`src/rtl/i2c_cfg_sequencer.sv`:
```
// -----------------------------------------------------------------------------
// i2c_cfg_sequencer
//
// Walks a combinational configuration table once after power-up and issues
// one byte-write request per entry to an external I2C engine. NACKed entries
// are re-issued up to MAX_RETRY times; an entry that still fails is skipped,
// counted in err_cnt, and flagged via the sticky cfg_err. A cfg_start pulse
// in DONE replays the whole table without the power-up wait.
//
// Ports
//   clk, rst_n         : clock (rising edge), synchronous active-low reset
//   cfg_start          : replay pulse, honoured only in DONE
//   lut_index          : table address to the config LUT
//   lut_data           : {dev_addr, reg_addr, wdata} for lut_index
//   lut_size           : number of valid table entries
//   i2c_req            : one-cycle write request to the I2C engine
//   i2c_dev_addr/_reg_addr/_wdata : registered transaction fields
//   i2c_done, i2c_nack : completion pulse, NACK flag qualified by i2c_done
//   cfg_done           : high while the table has been fully processed
//   cfg_err            : sticky, some entry exhausted its retries
//   err_cnt            : skipped entries, saturating at 255
//   state_dbg          : current FSM state encoding
//
// Handshake: i2c_req is a single-cycle pulse; the fields are stable from the
// LOAD cycle until the next LOAD. The engine answers each request with exactly
// one i2c_done pulse; i2c_nack is only meaningful in the i2c_done cycle and
// is ignored otherwise. There is no backpressure on i2c_req.
// -----------------------------------------------------------------------------
module i2c_cfg_sequencer #(
  parameter logic [19:0] INIT_DELAY = 20'd1000000,
  parameter logic [15:0] GAP_CYCLES = 16'd500,
  parameter int          MAX_RETRY  = 3
) (
  input  logic        clk,
  input  logic        rst_n,
  input  logic        cfg_start,
  output logic [8:0]  lut_index,
  input  logic [23:0] lut_data,
  input  logic [8:0]  lut_size,
  output logic        i2c_req,
  output logic [7:0]  i2c_dev_addr,
  output logic [7:0]  i2c_reg_addr,
  output logic [7:0]  i2c_wdata,
  input  logic        i2c_done,
  input  logic        i2c_nack,
  output logic        cfg_done,
  output logic        cfg_err,
  output logic [7:0]  err_cnt,
  output logic [2:0]  state_dbg
);

  typedef enum logic [2:0] {
    INIT_WAIT = 3'd0,
    LOAD      = 3'd1,
    REQ       = 3'd2,
    WAIT_ACK  = 3'd3,
    GAP       = 3'd4,
    DONE      = 3'd5
  } state_t;

  localparam logic [3:0] MAX_RETRY_L = 4'(MAX_RETRY);

  state_t      state, state_d;
  logic [19:0] init_cnt, init_cnt_d;
  logic [15:0] gap_cnt, gap_cnt_d;
  logic [3:0]  retry, retry_d;
  logic        advance, advance_d;
  logic [8:0]  idx_d;
  logic [7:0]  dev_d, reg_d, wdata_d;
  logic        err_d;
  logic [7:0]  err_cnt_d;

  // Widened compares so a zero parameter or a zero/shrunk lut_size never
  // wraps: GAP exits after max(GAP_CYCLES,1) cycles, and the pass ends as
  // soon as the next index would fall outside the current table.
  logic gap_last;
  logic idx_last;
  assign gap_last = ({1'b0, gap_cnt} + 17'd1) >= {1'b0, GAP_CYCLES};
  assign idx_last = ({1'b0, lut_index} + 10'd1) >= {1'b0, lut_size};

  always_comb begin
    state_d    = state;
    init_cnt_d = init_cnt;
    gap_cnt_d  = gap_cnt;
    retry_d    = retry;
    advance_d  = advance;
    idx_d      = lut_index;
    dev_d      = i2c_dev_addr;
    reg_d      = i2c_reg_addr;
    wdata_d    = i2c_wdata;
    err_d      = cfg_err;
    err_cnt_d  = err_cnt;

    case (state)
      INIT_WAIT: begin
        if (init_cnt >= INIT_DELAY) begin
          init_cnt_d = '0;
          idx_d      = '0;
          state_d    = (lut_size == 9'd0) ? DONE : LOAD;
        end else begin
          init_cnt_d = init_cnt + 20'd1;
        end
      end
      LOAD: begin
        // One full cycle with lut_index stable lets the LUT settle first.
        dev_d   = lut_data[23:16];
        reg_d   = lut_data[15:8];
        wdata_d = lut_data[7:0];
        state_d = REQ;
      end
      REQ: begin
        state_d = WAIT_ACK;
      end
      WAIT_ACK: begin
        if (i2c_done) begin
          gap_cnt_d = '0;
          state_d   = GAP;
          if (!i2c_nack) begin
            retry_d   = '0;
            advance_d = 1'b1;
          end else if (retry < MAX_RETRY_L) begin
            retry_d   = retry + 4'd1;
            advance_d = 1'b0;
          end else begin
            err_d     = 1'b1;
            err_cnt_d = (err_cnt == 8'hFF) ? err_cnt : err_cnt + 8'd1;
            retry_d   = '0;
            advance_d = 1'b1;
          end
        end
      end
      GAP: begin
        if (gap_last) begin
          gap_cnt_d = '0;
          if (advance && idx_last) begin
            state_d = DONE;
          end else begin
            if (advance) idx_d = lut_index + 9'd1;
            state_d = LOAD;
          end
        end else begin
          gap_cnt_d = gap_cnt + 16'd1;
        end
      end
      DONE: begin
        if (cfg_start) begin
          idx_d     = '0;
          retry_d   = '0;
          err_d     = 1'b0;
          err_cnt_d = '0;
          // An empty table has nothing to replay; stay finished.
          state_d   = (lut_size == 9'd0) ? DONE : LOAD;
        end
      end
      default: state_d = INIT_WAIT;
    endcase
  end

  always_ff @(posedge clk) begin
    if (!rst_n) begin
      state        <= INIT_WAIT;
      init_cnt     <= '0;
      gap_cnt      <= '0;
      retry        <= '0;
      advance      <= 1'b0;
      lut_index    <= '0;
      i2c_dev_addr <= '0;
      i2c_reg_addr <= '0;
      i2c_wdata    <= '0;
      cfg_err      <= 1'b0;
      err_cnt      <= '0;
    end else begin
      state        <= state_d;
      init_cnt     <= init_cnt_d;
      gap_cnt      <= gap_cnt_d;
      retry        <= retry_d;
      advance      <= advance_d;
      lut_index    <= idx_d;
      i2c_dev_addr <= dev_d;
      i2c_reg_addr <= reg_d;
      i2c_wdata    <= wdata_d;
      cfg_err      <= err_d;
      err_cnt      <= err_cnt_d;
    end
  end

  assign i2c_req   = (state == REQ);
  assign cfg_done  = (state == DONE);
  assign state_dbg = state;

endmodule

```
`config.mk`:
```
export PLATFORM = sky130hd
export DESIGN_NAME = i2c_cfg_sequencer
export DESIGN_NICKNAME = d
export VERILOG_FILES = /design/src/rtl/i2c_cfg_sequencer.sv
export SDC_FILE = /design/constraint.sdc
export NUM_CORES = 1
export LEC_CHECK = 0
export CORE_UTILIZATION = 40
export CTS_CLUSTER_DIAMETER = 30
export DETAILED_ROUTE_END_ITERATION = 6
export PLACE_DENSITY = 0.69
export SYNTH_ARGS = -nofsm -noshare
export SYNTH_HDL_FRONTEND = slang
export SYNTH_SLANG_ARGS = --single-unit
```
`constraint.sdc`:
```
create_clock -name clk -period 2.9 [get_ports clk]
set_input_delay 0.58 -clock clk [delete_from_list [all_inputs] [get_ports clk]]
set_output_delay 0.58 -clock clk [all_outputs]
set_load 0.005 [all_outputs]
```
==> results.md <==
- Final Hold Fails: 0
- Reg2Reg Capture Point: lut_index[1]
- Die height: 105.6 um
- Die footprint: 11150 sq um
- Ranking of synthesized cells by area: dfxtp_1 (40%), nand2_1 (8.1%), nor2_1 (5.1%), ha_1 (4.4%), a21boi_0 (3.3%)
- Layout fillers: 990
- Ys flop type: dfxtp_1
- DRC Markers: 0
- Worst slack, placed: 0.8835 ps
- Nets: just under 700
- Post-layout min period: 2719 ps
- R2R Setup Slk: between 150 and 200 ps
- Setup crit end kind: flop
- Routability cong.: 0.8656
- Sink Count: 86
- Core area: roughly 10000 sq um
- Crit Path Max Fanout: 6
- Clk root buf: clkbuf_8
- ANT nets after route: 0
- Max Cap Violations: 0
- Post-synthesis sequential area ratio: 0.4009
- Clk Latency, worst-skew pair: 350 ps
- Worst r2r src: lut_index[0]
- CP Launch Type: flop
- Total Neg Setup Slack: 0 ps
- Mapped cell area: 4294 sq um
- I/O Buffers: 84
- Max Slew Vio Count: 0
- Ports: 85
- YS warnings: 0
- Vias per inst: approximately 5.2
- Largest net degree at the start of global routing: 53
- Vias in the first global route: 3886
- Cells after Synth: 531
- #FFs+latches synth: 86
- Worst-Margin Slew: 693.2 ps
- Hold Buf Count CTS: 0
- Leak: 2.072 nW
- Max incr delay on CP: 340 ps
- Min-Delay Path Class: flop to flop
- Final setup fails: 0
- Starting DRT DRC Count: 151
- CTS Buf Count: 9
- Post-synth EDFFs: 0
- Ant. Diodes: 0
- Peak Freq: approximately 0.37 GHz
- CP cell instances: ha_1 -> nand3_1 -> buf_4 -> xnor2_1 -> ha_1 -> o21ai_0 -> o21ai_0 -> a221oi_1 -> o221ai_1 -> nand3_1 -> and3_4 -> mux2i_1
- Antenna violations before repair: 0
- Die Wd: 105.6 um
- Area grow syn2layout: 30.16%
- Final setup margin: 180.9 ps
- Seq. cell area: about 1700 sq um
- Clock skew: 7.422 ps
- # rows: 37
- Area leader, netlist: dfxtp_1
- Distinct cells, synth: 57
- Starting Density: 0.4141
- GRT Total Usage: 0.1940
- PwrDens: between 300 and 400 nW/um^2
- First-pass GRT wire length: between 15 and 20 mm
- Total power: 0.002064 W
- Worst EP required: ~3200 ps
- Worst hold start: i2c_reg_addr[3]
- Area of the multi-input gates: 2395 sq um
- WHS Path Cells: 2
- Yosys top cell area share: 0.4009
- Worst Path Arrival: ~3000 ps
- Inst Count DP: 753
- DR vias: roughly 4000
- R2R cell count: 12
- H-Tree Depth: 3
- RSZ-0062 raised after global routing: no
- WHS Endpoint: i2c_reg_addr[3]
- Post-synthesis async set-or-reset flop share: 0
- Remaining Overflow, GRT: 0
- Post-Layout Cell Count: just under 800
- Critical path type: flop to flop
- Hpwl dp: about 7.3 mm
- Period utilisation layout: 0.9376
- Critical path's slowest cell: dfxtp_1
- Status: finished clean
- CTS max path bufs: 2
- Syn_nets: between 500 and 600
- CTS tree: done
- Final WL: 10.14 mm
- Layout cell share with drive strength beyond 1: 0.08215
- CTS clock-pin slew for the worst setup and hold paths: 80 ps
- DRT Pass-1 Iters: 4
- WL per Instance: 13.18 um
- Slew margin rel.: 0.5343
- Avg Cell Area, Syn: just over 8 sq um
- Peak VDD IR: 0.0002315 V
## cell families (layout without fill, tap and decap cells)
| kind of cell | count (synthesis) | count (layout) | share of synthesized area |
|---|---|---|---|
| muxes | 5 | 5 | 0.01282 |
| buffers and inverters | 48 | 150 | 0.04604 |
| xor gates and xnor gates | 32 | 32 | 0.06527 |
| AOI/OAI and AO/OA | 93 | 93 | 0.1512 |
| DFF | 86 | 86 | 0.4009 |
| adders and majority gates | 15 | 15 | 0.04371 |
| and+or+nand+nor | 252 | 252 | 0.2800 |
## metal layers
layer	global-route usage	share of wire
met1	0.2405	0.47
met2	0.3040	0.43
met3	0.07174	0.088
met4	0.07837	0.011
met5	0	0
## per-stage QoR
step / util / hold WS [ps] / area [sq um]
final: 0.5390 / 455.3 / 5589
after global routing: 0.5390 / 476.2 / 5589
after CTS: 0.5367 / 458.8 / 5565
after detailed placement: 0.5198 / 449.2 / 5390
after global placement: 0.5198 / 441.1 / 5390
after floorplan: - / 439.9 / 4294
## worst max-delay path by stage
| stage | start | to | slack, ps | depth (start not counted) |
|---|---|---|---|---|
| 2_1_floorplan | lut_index[0] | lut_index[1] | 110 | 12 |
| 3_3_place_gp | lut_size[3] | lut_index[1] | 70 | 10 |
| 3_5_place_dp | lut_size[3] | lut_index[1] | 0.9 | 10 |
| 4_1_cts | lut_index[0] | lut_index[1] | 80 | 11 |
| 5_1_grt | lut_index[0] | lut_index[1] | 2 | 12 |
| 6_report | lut_index[0] | lut_index[1] | 180 | 12 |
## sequential cells by signal, indices dropped and copies added, names as in the netlist, 4 cells and up
| name | cells |
|---|---|
| err_cnt | 8 |
| gap_cnt | 16 |
| i2c_dev_addr | 8 |
| i2c_reg_addr | 8 |
| i2c_wdata | 8 |
| init_cnt | 20 |
| lut_index | 9 |
| retry | 4 |
## synthesized netlist by cell type (16+ instances only)
| library cell | count |
|---|---|
| a21boi_0 | 19 |
| inv_1 | 25 |
| nand4_1 | 16 |
| dfxtp_1 | 86 |
| nor2_1 | 58 |
| clkbuf_1 | 18 |
| a21oi_1 | 20 |
| xnor2_1 | 16 |
| nand2_1 | 93 |
| and3_1 | 16 |
| nand3_1 | 21 |
| xor2_1 | 16 |
## cell usage in the layout (no fill, tap or decap), types with 11 or more instances in the layout
cell type        count
nand2_1             93
and3_1              16
nand3_1             20
ha_1                14
inv_1               25
nand4_1             16
nor2_1              58
dfxtp_1             85
buf_4               25
clkbuf_8            11
a21oi_1             20
clkdlybuf4s50_1     84
xor2_1              16
xnor2_1             16
a21boi_0            19
## critical path, delay by kind of cell, from the launching register on
family,cells,cell delay (ps)
xor gates and xnor gates,1,120
buffers and inverters,1,180
muxes,1,190
AOI/OAI and AO/OA,4,780
and+or+nand+nor,3,540
DFF,1,340
adders and majority gates,2,500
## where the power goes
| part | total [W] | switching [W] | internal (W) |
|---|---|---|---|
| Combinational | 0.000112 | 0.0000482 | 0.0000638 |
| Sequential | 0.00119 | 0.00000661 | 0.00118 |
| Clock | 0.000761 | 0.000409 | 0.000352 |
## layout make-up
cell class,instances,share of cell area
repair buffers,109,0.1840
multi-input cells,397,0.4285
well taps,136,0.03045
clock buffers,12,0.02776
inverters,26,0.01746
clock inverters,3,0.003582
flip-flops and latches,86,0.3083
## what timing repair did
item,in CTS,in global routing
resized for setup,0,5
endpoints found under the setup margin,0,11
setup buffers,0,1
(Power assumes the default switching activity.)
